[src/rtl/ex_stage_pkg.sv]
// Shared constants for the execute stage: op class / function codes and bus widths.
// Datapath width and the divider step count are fixed here for every user.
package ex_stage_pkg;

  localparam int XLEN       = 32;
  localparam int DIV_STEPS  = XLEN;
  localparam int REG_ADDR_W = 5;
  localparam int ALUOP_W    = 3;
  localparam int ALUFUN_W   = 3;
  localparam int SHAMT_W    = $clog2(XLEN);
  localparam int DIV_CNT_W  = $clog2(DIV_STEPS);

  typedef enum logic [ALUOP_W-1:0] {
    OP_NOP   = 3'd0,
    OP_LOGIC = 3'd1,
    OP_SHIFT = 3'd2,
    OP_ARITH = 3'd3,
    OP_DIV   = 3'd4
  } aluop_e;

  localparam logic [ALUFUN_W-1:0] FUN_AND  = 3'd0;
  localparam logic [ALUFUN_W-1:0] FUN_OR   = 3'd1;
  localparam logic [ALUFUN_W-1:0] FUN_XOR  = 3'd2;

  localparam logic [ALUFUN_W-1:0] FUN_SLL  = 3'd0;
  localparam logic [ALUFUN_W-1:0] FUN_SRL  = 3'd1;
  localparam logic [ALUFUN_W-1:0] FUN_SRA  = 3'd2;

  localparam logic [ALUFUN_W-1:0] FUN_ADD  = 3'd0;
  localparam logic [ALUFUN_W-1:0] FUN_SUB  = 3'd1;
  localparam logic [ALUFUN_W-1:0] FUN_SLT  = 3'd2;
  localparam logic [ALUFUN_W-1:0] FUN_SLTU = 3'd3;

  localparam logic [ALUFUN_W-1:0] FUN_DIV  = 3'd0;
  localparam logic [ALUFUN_W-1:0] FUN_DIVU = 3'd1;
  localparam logic [ALUFUN_W-1:0] FUN_REM  = 3'd2;
  localparam logic [ALUFUN_W-1:0] FUN_REMU = 3'd3;

  localparam logic [XLEN-1:0] INT_MIN = {1'b1, {(XLEN-1){1'b0}}};

  // Two's-complement magnitude when the operand is treated as signed.
  function automatic logic [XLEN-1:0] magnitude(input logic [XLEN-1:0] v, input logic is_signed);
    return (is_signed && v[XLEN-1]) ? (~v + 1'b1) : v;
  endfunction

endpackage

[src/rtl/ex_divider.sv]
// Iterative restoring divider: one quotient bit per cycle on operand magnitudes,
// signs re-applied combinationally on the held quotient/remainder.
module ex_divider
  import ex_stage_pkg::*;
(
  input  logic            clk,
  input  logic            rst,
  input  logic            start,
  input  logic            signed_op,
  input  logic            want_rem,
  input  logic [XLEN-1:0] dividend,
  input  logic [XLEN-1:0] divisor,
  output logic            busy,
  output logic            done,
  output logic [XLEN-1:0] result
);

  localparam logic [DIV_CNT_W-1:0] LAST_STEP = DIV_CNT_W'(DIV_STEPS - 1);

  logic [DIV_CNT_W-1:0] cnt;
  logic [XLEN-1:0]      quo;
  logic [XLEN-1:0]      rem;
  logic [XLEN-1:0]      dvs;
  logic                 neg_q;
  logic                 neg_r;
  logic                 rem_sel;
  logic [XLEN:0]        trial;
  logic [XLEN:0]        diff;

  // Partial remainder shifted left with the next dividend bit; fits because rem < dvs.
  assign trial = {rem, quo[XLEN-1]};
  assign diff  = trial - {1'b0, dvs};

  always_ff @(posedge clk or negedge rst) begin
    if (!rst) begin
      cnt     <= '0;
      quo     <= '0;
      rem     <= '0;
      dvs     <= '0;
      neg_q   <= 1'b0;
      neg_r   <= 1'b0;
      rem_sel <= 1'b0;
      busy    <= 1'b0;
    end else if (start) begin
      cnt     <= '0;
      quo     <= magnitude(dividend, signed_op);
      rem     <= '0;
      dvs     <= magnitude(divisor, signed_op);
      neg_q   <= signed_op & (dividend[XLEN-1] ^ divisor[XLEN-1]);
      neg_r   <= signed_op & dividend[XLEN-1];
      rem_sel <= want_rem;
      busy    <= 1'b1;
    end else if (busy) begin
      if (!diff[XLEN]) begin
        rem <= diff[XLEN-1:0];
        quo <= {quo[XLEN-2:0], 1'b1};
      end else begin
        rem <= trial[XLEN-1:0];
        quo <= {quo[XLEN-2:0], 1'b0};
      end
      cnt <= cnt + DIV_CNT_W'(1);
      if (cnt == LAST_STEP) begin
        busy <= 1'b0;
      end
    end
  end

  // High during the final step; result is valid from the following cycle on.
  assign done = busy & (cnt == LAST_STEP);

  always_comb begin
    result = '0;
    if (rem_sel) begin
      result = neg_r ? (~rem + 1'b1) : rem;
    end else begin
      result = neg_q ? (~quo + 1'b1) : quo;
    end
  end

endmodule

[src/rtl/ex_stage.sv]
// Execute stage: single-cycle ALU plus iterative divide, with a valid/ready
// result register toward EX/MEM and a stall request while a divide is running.
module ex_stage
  import ex_stage_pkg::*;
(
  input  logic                  clk,
  input  logic                  rst,
  input  logic                  flush,
  input  logic                  in_valid,
  output logic                  in_ready,
  input  logic [ALUOP_W-1:0]    aluop,
  input  logic [ALUFUN_W-1:0]   alufun,
  input  logic [XLEN-1:0]       reg1,
  input  logic [XLEN-1:0]       reg2,
  input  logic [REG_ADDR_W-1:0] wd,
  input  logic                  wreg,
  output logic                  out_valid,
  input  logic                  out_ready,
  output logic [XLEN-1:0]       out_wdata,
  output logic [REG_ADDR_W-1:0] out_wd,
  output logic                  out_wreg,
  output logic                  stall_req
);

  // state  | meaning
  // IDLE   | accepting ops; ALU/special-case results loaded next edge
  // BUSY   | divider stepping, ID stalled
  // DONE   | divide finished, waiting for the result register to free up
  typedef enum logic [1:0] {
    S_IDLE = 2'd0,
    S_BUSY = 2'd1,
    S_DONE = 2'd2
  } state_e;

  state_e state;
  state_e state_nx;

  logic [XLEN-1:0]       alu_res;
  logic                  op_known;
  logic                  div_iter;
  logic                  div_signed;
  logic                  div_rem;
  logic [SHAMT_W-1:0]    shamt;
  logic                  res_free;
  logic                  accept;
  logic                  div_start;
  logic                  div_busy;
  logic                  div_done;
  logic [XLEN-1:0]       div_result;
  logic [REG_ADDR_W-1:0] lat_wd;
  logic                  lat_wreg;

  assign shamt    = reg2[SHAMT_W-1:0];
  assign res_free = ~out_valid | out_ready;
  assign in_ready = (state == S_IDLE) & res_free;
  assign accept   = in_valid & in_ready & ~flush;
  assign div_start = accept & div_iter;

  always_comb begin
    alu_res    = '0;
    op_known   = 1'b0;
    div_iter   = 1'b0;
    div_signed = 1'b0;
    div_rem    = 1'b0;
    case (aluop)
      OP_LOGIC: begin
        case (alufun)
          FUN_AND: begin alu_res = reg1 & reg2; op_known = 1'b1; end
          FUN_OR:  begin alu_res = reg1 | reg2; op_known = 1'b1; end
          FUN_XOR: begin alu_res = reg1 ^ reg2; op_known = 1'b1; end
          default: ;
        endcase
      end
      OP_SHIFT: begin
        case (alufun)
          FUN_SLL: begin alu_res = reg1 << shamt; op_known = 1'b1; end
          FUN_SRL: begin alu_res = reg1 >> shamt; op_known = 1'b1; end
          FUN_SRA: begin alu_res = $unsigned($signed(reg1) >>> shamt); op_known = 1'b1; end
          default: ;
        endcase
      end
      OP_ARITH: begin
        case (alufun)
          FUN_ADD:  begin alu_res = reg1 + reg2; op_known = 1'b1; end
          FUN_SUB:  begin alu_res = reg1 - reg2; op_known = 1'b1; end
          FUN_SLT:  begin alu_res = {{(XLEN-1){1'b0}}, $signed(reg1) < $signed(reg2)}; op_known = 1'b1; end
          FUN_SLTU: begin alu_res = {{(XLEN-1){1'b0}}, reg1 < reg2}; op_known = 1'b1; end
          default: ;
        endcase
      end
      OP_DIV: begin
        case (alufun)
          FUN_DIV, FUN_DIVU, FUN_REM, FUN_REMU: begin
            op_known   = 1'b1;
            div_signed = (alufun == FUN_DIV) | (alufun == FUN_REM);
            div_rem    = (alufun == FUN_REM) | (alufun == FUN_REMU);
            // Corner cases resolve without iterating, like ordinary ALU ops.
            if (reg2 == '0) begin
              alu_res = div_rem ? reg1 : '1;
            end else if (div_signed && (reg1 == INT_MIN) && (reg2 == '1)) begin
              alu_res = div_rem ? '0 : INT_MIN;
            end else begin
              div_iter = 1'b1;
            end
          end
          default: ;
        endcase
      end
      default: ;
    endcase
  end

  ex_divider u_divider (
    .clk       (clk),
    .rst       (rst),
    .start     (div_start),
    .signed_op (div_signed),
    .want_rem  (div_rem),
    .dividend  (reg1),
    .divisor   (reg2),
    .busy      (div_busy),
    .done      (div_done),
    .result    (div_result)
  );

  always_ff @(posedge clk or negedge rst) begin
    if (!rst) begin
      state <= S_IDLE;
    end else begin
      state <= state_nx;
    end
  end

  always_comb begin
    state_nx = state;
    case (state)
      S_IDLE:  if (div_start) state_nx = S_BUSY;
      S_BUSY:  if (div_done)  state_nx = S_DONE;
      S_DONE:  if (res_free)  state_nx = S_IDLE;
      default: state_nx = S_IDLE;
    endcase
    if (flush) begin
      state_nx = S_IDLE;
    end
  end

  always_ff @(posedge clk or negedge rst) begin
    if (!rst) begin
      out_valid <= 1'b0;
      out_wdata <= '0;
      out_wd    <= '0;
      out_wreg  <= 1'b0;
      lat_wd    <= '0;
      lat_wreg  <= 1'b0;
    end else if (flush) begin
      out_valid <= 1'b0;
    end else begin
      if (out_valid && out_ready) begin
        out_valid <= 1'b0;
      end
      if (accept && !div_iter) begin
        out_valid <= 1'b1;
        out_wdata <= alu_res;
        out_wd    <= wd;
        out_wreg  <= wreg & op_known;
      end
      if (div_start) begin
        lat_wd   <= wd;
        lat_wreg <= wreg;
      end
      if ((state == S_DONE) && res_free) begin
        out_valid <= 1'b1;
        out_wdata <= div_result;
        out_wd    <= lat_wd;
        out_wreg  <= lat_wreg;
      end
    end
  end

  assign stall_req = ((state == S_BUSY) & div_busy) | (state == S_DONE);

endmodule

[config.mk]
export PLATFORM = sky130hd
export DESIGN_NAME = ex_stage
export DESIGN_NICKNAME = d
export VERILOG_FILES = /design/src/rtl/ex_stage_pkg.sv /design/src/rtl/ex_divider.sv /design/src/rtl/ex_stage.sv
export SDC_FILE = /design/constraint.sdc
export NUM_CORES = 1
export LEC_CHECK = 0
export ABC_AREA = 0
export BUFFER_PORTS_ARGS = -buffer_cell sky130_fd_sc_hd__buf_2
export CORE_UTILIZATION = 35
export DETAILED_ROUTE_END_ITERATION = 8
export HOLD_SLACK_MARGIN = 0.12
export PLACE_DENSITY = 0.49
export SYNTH_ARGS = -nofsm -noshare
export SYNTH_HDL_FRONTEND = slang
export SYNTH_HIERARCHICAL = 1
export SYNTH_SLANG_ARGS = --single-unit
[constraint.sdc]
create_clock -name clk -period 4.6 [get_ports clk]
set_clock_uncertainty 0.05 [all_clocks]
set_input_delay 0.92 -clock clk [delete_from_list [all_inputs] [get_ports clk]]
set_output_delay 0.92 -clock clk [all_outputs]
set_load 0.02 [all_outputs]
==> run metrics, run 1 <==
initial drt markers between 2000 and 3000; Hold Violations, Final 0; TritonCTS clock tree built; logic gate share of total power 61.4%; gpl congestion between 1 and 1.5; row count 90; FF/Latch Area 3810 um^2; worst slack at placement -0.166 ns; Global Route Usage Sum around 34%; Worst Max-Slew Pin Slew ~1.3 ns; Worst-path clk slew 0.07 ns; clock latency on the worst-skew pair between 0.4 and 0.5 ns; Yosys reg bits ~150; # nets final roughly 3200; most common cell after layout, fill and taps aside nor2_1; Final min period between 4 and 5 ns; # diodes 0; share of cells above drive strength 1 17.9%; Post-synth top flop dfrtp_1; Die ar. 61900 um^2; final setup fails 3; Vias/cell between 6 and 7; most frequent cells in the layout 304 x nor2_1, 271 x a21oi_1, 241 x nand2_1; Int Pwr 0.00500 W; Crit. End Element flip-flop; Worst slew margin about an eighth; Mapped Cells roughly 2800; Leak between 10 and 15 nW; met2 usage between 50 and 60%; net switching power of the design 0.00488 W; Ports about 120; vias in the first global route around 23000; max-cap viol count 0; syn_nets between 3000 and 4000; CP Max Fanout 2; Root Buffer Master clkbuf_16; initial antenna violation count 5; Fin Setup TNS -0.240 ns; DR WL/cell about 29 um; pwr dens just over 400 nW/um^2; Peak supply drop around 430 uV; Post-synth EDFFs 0; Worst Path Class, Setup flip-flop to flip-flop; clock power share 14.3%; dpl hpwl around 84000 um; sequential fraction of design power about 24%; Residual DRC 0; startpoint types flip-flop; violated checks setup timing; Initial DRT Pass Iterations 6; RSZ-0062 raised after global routing yes; CORE AREA about 60000 um^2; post-route ant nets 0; Hold Buf Count CTS 0; Fin Hold WS ~0.43 ns; met1 Usage GRT 45.5%; CTS buffer count 17; clock sink count 152; Slew Viols, Final 0; grt met3 use between 5 and 6%; outcome finished, violations left; worst setup margin -0.0922 ns; Syn Area/Cell roughly 7.6 um^2; Initial Util 35.4%; Die H 249 um; largest net degree at the start of global routing 74; input/output buffers approximately 120; grt ovf 0; share of flip-flops with an asynchronous set or reset between 90% and 100%; CP arrival approximately 5.0 ns; Synth Warn # 6; htree depth 4; Worst EP required ~4.9 ns; final WL about 110000 um; clk buf depth 2; first-pass GRT wire length 157000 um; Mapped Area approximately 21000 um^2; DR vias about 24000; switch share between 40 and 50%; area of the multi-input gates ~16000 um^2; total power 0.00987 W; sequential fraction of the synthesis area 17.8%; Synth cell types about 100; fin crit share 102%; fill cell total of the finished layout between 6000 and 7000; Area Growth Syn to Fin 14.9%; GRT busiest layer met2; floorplan die width ~250 um; HP Class flip-flop to flip-flop; achievable clock frequency roughly 210 MHz
==> final timing paths <==
path                                   from                end  slack [ns]  cells past startpoint
max                        u_divider/rem[0]      out_wdata[29]       -0.09                     13
min                               out_wd[4]          out_wd[4]        0.43                      2
max reg2reg                u_divider/rem[0]      out_wdata[29]       -0.09                     13
min reg2reg                       out_wd[4]          out_wd[4]        0.43                      2
max in group asynchronous               rst          lat_wd[3]        3.19                      2
min in group asynchronous               rst  u_divider/rem[15]        0.44                      1
==> synth_stat cells, drive strengths merged, types with 49 or more instances <==
library cell | n | share of area (%)
nor2 | 304 | 5.4
a21oi | 273 | 6.4
nand2 | 243 | 4.4
o21ai | 218 | 5.2
dfrtp | 152 | 18
inv | 148 | 2.6
clkbuf | 145 | 2.7
ha | 142 | 8.3
mux2i | 124 | 5.8
xnor2 | 100 | 4.1
buf | 66 | 1.7
a211oi | 64 | 2.3
xor2 | 64 | 2.6
mux4 | 55 | 5.8
nor3 | 52 | 1.3
nor4 | 49 | 1.5
o31ai | 49 | 1.8
==> layout make-up <==
| cell class | count | share of cell area, % |
|---|---|---|
| Multi-Input combinational cell | 2304 | 66.0 |
| Sequential cell | 152 | 15.5 |
| Timing Repair Buffer | 345 | 9.82 |
| Tap cell | 782 | 3.99 |
| Inverter | 150 | 2.30 |
| Clock buffer | 19 | 1.81 |
| Clock inverter | 13 | 0.516 |
==> cell families (layout without fill, tap and decap cells) <==
kind of cell	count (synthesis)	count (layout)	share of synthesized area [%]
compound gates	916	916	27.5
simple gates	880	880	19.6
buf+inv	361	527	7.01
mux	199	199	12.7
xor+xnor	164	164	6.74
flops	152	152	17.8
fa+ha+maj	145	145	8.61
==> routing by layer <==
layer	wire length, um	vias to the layer above
li1	-	10700
met1	45900	11700
met2	48100	1228
met3	8430	252
met4	5880	4
met5	30	-
==> critical path, stage by stage (launching register included) <==
cell and delay, ns:
dfrtp_1 0.38, or4_4 0.55, or4_4 0.44, or3_4 0.34, or4_4 0.42, or4_4 0.47
or4_4 0.47, o41ai_4 0.25, xor2_1 0.21, a21oi_2 0.10, a221o_1 0.36, a2111oi_2 0.27
and3_1 0.21, a221oi_2 0.06
==> flip-flops by register name, summed over array words and instances (netlist names), 2 cells and up <==
register	cells
out_wdata	32
u_divider/dvs	32
u_divider/quo	32
u_divider/rem	32
lat_wd	5
out_wd	5
u_divider/cnt	5
state	2
==> power by group through the flow <==
stage	Combinational [W]	Sequential [W]	Clock, W
floorplan	0.00411	0.00222	0
global placement	0.00589	0.00238	0
detailed placement	0.00593	0.00240	0
CTS	0.00597	0.00238	0.00144
global route	0.00661	0.00246	0.00149
finish	0.00606	0.00240	0.00141
==> stage by stage <==
step                      cell area [um^2]  cells  utilization (%)
after floorplan                      21300   2817                -
after global placement               23800   3732             39.5
after detailed placement             23800   3732             39.5
after CTS                            24400   3764             40.5
after global routing                 24500   3765             40.7
final                                24500   3765             40.7
==> what timing repair did <==
action / 4_1_cts / 5_1_grt
setup buffers: 0 / 1
endpoints found under the setup margin: 5 / 9
resized for setup: 13 / 20
pin swaps: 2 / 5
No activity file was read; power rests on OpenSTA's default activity.
==> inputs of run 2 (changes only) <==
Settings changed: ABC_AREA 0 to 1.
==> run metrics, run 2 <==
HP Class flip-flop to flip-flop; largest net degree at the start of global routing 89; worst reg2reg startpoint u_divider/quo[31]; most frequent cells in the layout 1502 x nand2_1, 648 x inv_1, 608 x nand3_1; most common cell after layout, fill and taps aside nand2_1; Synth cell types 58; Mapped Cells between 4000 and 5000; CP arrival approximately 4 ns; Vias/cell roughly 5.4; FF/Latch Area around 3800 um^2; row count 97; Fin Setup TNS 0 ns; grt ovf 0; Ports ~120; final setup fails 0; Buf/Inv on CP 4; r2r endpoint u_divider/rem[29]; CP peak stage delay 0.47 ns; RSZ-0062 raised after global routing no; worst min-delay path startpoint u_divider/dvs[2]; Leak about 15 nW; Post-DP Area 26300 um^2; Synth area leaders nand2_1 23%, dfrtp_1 15%, nand3_1 12%; # nets final just under 5000; Worst Path Class, Setup input pin to flip-flop; Peak supply drop 316 uV; Residual DRC 0; DR vias about 30000; Worst path slowest cell ha_1; Hold Buf Count CTS 0; fill cell total of the finished layout between 8000 and 9000; clock latency on the worst-skew pair between 0.4 and 0.5 ns; share of flip-flops with an asynchronous set or reset between 90% and 100%; fin crit share ~80%; gpl congestion 1.06; Worst slew margin around two fifths; post-route ant nets 0; Global Route Usage Sum 34.7%; Yosys reg bits between 150 and 200; dpl hpwl 102000 um; DR WL/cell 22.4 um; Synth area leader nand2_1; vias in the first global route between 20000 and 30000; initial antenna violation count 7; startpoint types input pin; Slew Viols, Final 0; syn_nets between 4000 and 5000; Syn Area/Cell between 5 and 6 um^2; CP Max Fanout 8; area of the multi-input gates between 15000 and 20000 um^2; count leader, synth nand2_1; outcome finished clean; sequential fraction of the synthesis area between 15 and 20%; Critical Path Stages 16; max-cap viol count 0; floorplan die width 268 um; Root Buffer Master clkbuf_16; achievable clock frequency between 200 and 300 MHz; Worst-path clk slew ~0.07 ns; Fin Hold WS 0.435 ns; reg2reg setup slack between 1 and 1.5 ns; Worst R2R Path Depth 16; initial drt markers ~3400; Post-synth EDFFs 0; htree depth 4; final WL ~130000 um; Synth Warn # 6; Initial DRT Pass Iterations 6; Gates resized, CTS repair 0; first-pass GRT wire length roughly 180000 um; Crit. End Element flip-flop; Mapped Area roughly 25000 um^2; Initial Util 35.3%; Worst Max-Slew Pin Slew a little over 0.9 ns; Commonest cells post-synth 1503 x nand2_1, 652 x inv_1, 608 x nand3_1; Post-synth top flop dfrtp_1; clock sink count 152; CP delay by family, top simple AND/OR/NAND/NOR gates; share of cells above drive strength 1 6.79%; area share of the largest cell type after synthesis about 23%; Setup Fix Bufs, Post-CTS 0; design area ~27000 um^2; Most common cell on crit path nand2_1; TritonCTS clock tree built; input/output buffers roughly 120; Area Growth Syn to Fin 8.68%; CORE AREA around 70000 um^2; Die ar. between 70000 and 80000 um^2; hold-critical path endpoint u_divider/dvs[2]; pwr dens between 400 and 500 nW/um^2; Worst EP required 4.93 ns; Worst Hold Depth 2; Hold Violations, Final 0; Die H approximately 270 um; clk buf depth 2; CTS buffer count 17; crit-path cells buf_2 -> inv_2 -> ha_1 -> inv_1 -> nand2_1 -> nand2_1 -> inv_1 -> nand3_1 -> nand2_1 -> nand2_1 -> xor2_1 -> o21ai_0 -> nand2_1 -> nand2_1 -> nand2_1 -> a21oi_1; Final min period 3.66 ns
-- run 2: changes by cell type after synthesis, moves of 64 or more --
cell,previous run,this run
a211oi_1,64,0
a21oi_1,273,207
inv_1,138,652
mux2i_1,124,0
nand2_1,242,1503
nand3_1,40,608
nor2_1,304,449
o21ai_0,186,290
xnor2_1,100,15
-- run 2: power by group --
group          total, W  switching, W  internal, W
Sequential      0.00240      0.000615      0.00179
Combinational   0.00752       0.00521      0.00231
Clock           0.00139      0.000663     0.000722
-- run 2: worst max-delay path by stage --
stage	slack, ns	endpoint	from
2_1_floorplan	1.37	out_wdata[29]	reg2[2]
3_3_place_gp	0.59	out_wdata[9]	reg2[4]
3_5_place_dp	0.70	out_wdata[9]	reg2[4]
4_1_cts	1.19	out_wdata[9]	reg2[4]
5_1_grt	0.76	out_wdata[9]	reg2[4]
6_report	0.94	out_wdata[9]	reg2[4]
-- run 2: logic make-up (layout without fill, tap and decap cells) --
logic type               count (synthesis)  in the layout  share of synthesized area [%]
AO/OA/AOI/OAI                          617            617                           13.5
XOR/XNOR                                63             63                           2.23
flip-flops                             152            152                           15.4
other                                    0              5                              0
buffers and inverters                  853            907                           13.8
adder cells (fa/ha/maj)                145            145                           7.44
AND/OR/NAND/NOR                       2771           2771                           47.6
-- run 2: through the flow --
stage | worst slack (ns) | total power (W) | util (%) | instances
3_5_place_dp | 0.704 | 0.00980 | 37.6 | 5563
4_1_cts | 1.19 | 0.0112 | 38.4 | 5595
6_report | 0.941 | 0.0113 | 38.4 | 5600
5_1_grt | 0.764 | 0.0123 | 38.4 | 5596
3_3_place_gp | 0.592 | 0.00980 | 37.6 | 5563
2_1_floorplan | 1.37 | 0.00751 | - | 4601
-- run 2: area by class of cell --
cell class / count / area share (%)
Timing Repair Buffer: 205 / 4.77
Clock buffer: 19 / 1.65
Multi-Input combinational cell: 3596 / 65.2
Antenna cell: 5 / 0.0466
Inverter: 670 / 9.37
Sequential cell: 152 / 14.2
Clock inverter: 13 / 0.419
Tap cell: 940 / 4.38
-- run 2: worst register-to-register path: stages (launching register included) --
cell and delay [ns]:
dfrtp_1 0.37, inv_1 0.21, ha_1 0.25, fa_1 0.21, inv_1 0.07, nand2_1 0.06, nand2_1 0.07, nand3_1 0.09
nand2_2 0.12, nand2_2 0.10, nand2_4 0.06, nand2_4 0.11, nand3_2 0.43, nand2_2 0.51, nand3_1 0.22, nand2_1 0.13
nand2_1 0.05
-- run 2: layer usage --
layer | global-route usage (%) | vias to the layer above | wire length, um
li1 | - | 14800 | -
met1 | 45.9 | 14100 | 53000
met2 | 54.8 | 1336 | 55600
met3 | 3.76 | 247 | 9330
met4 | 19.1 | 4 | 7680
met5 | 0 | - | 29
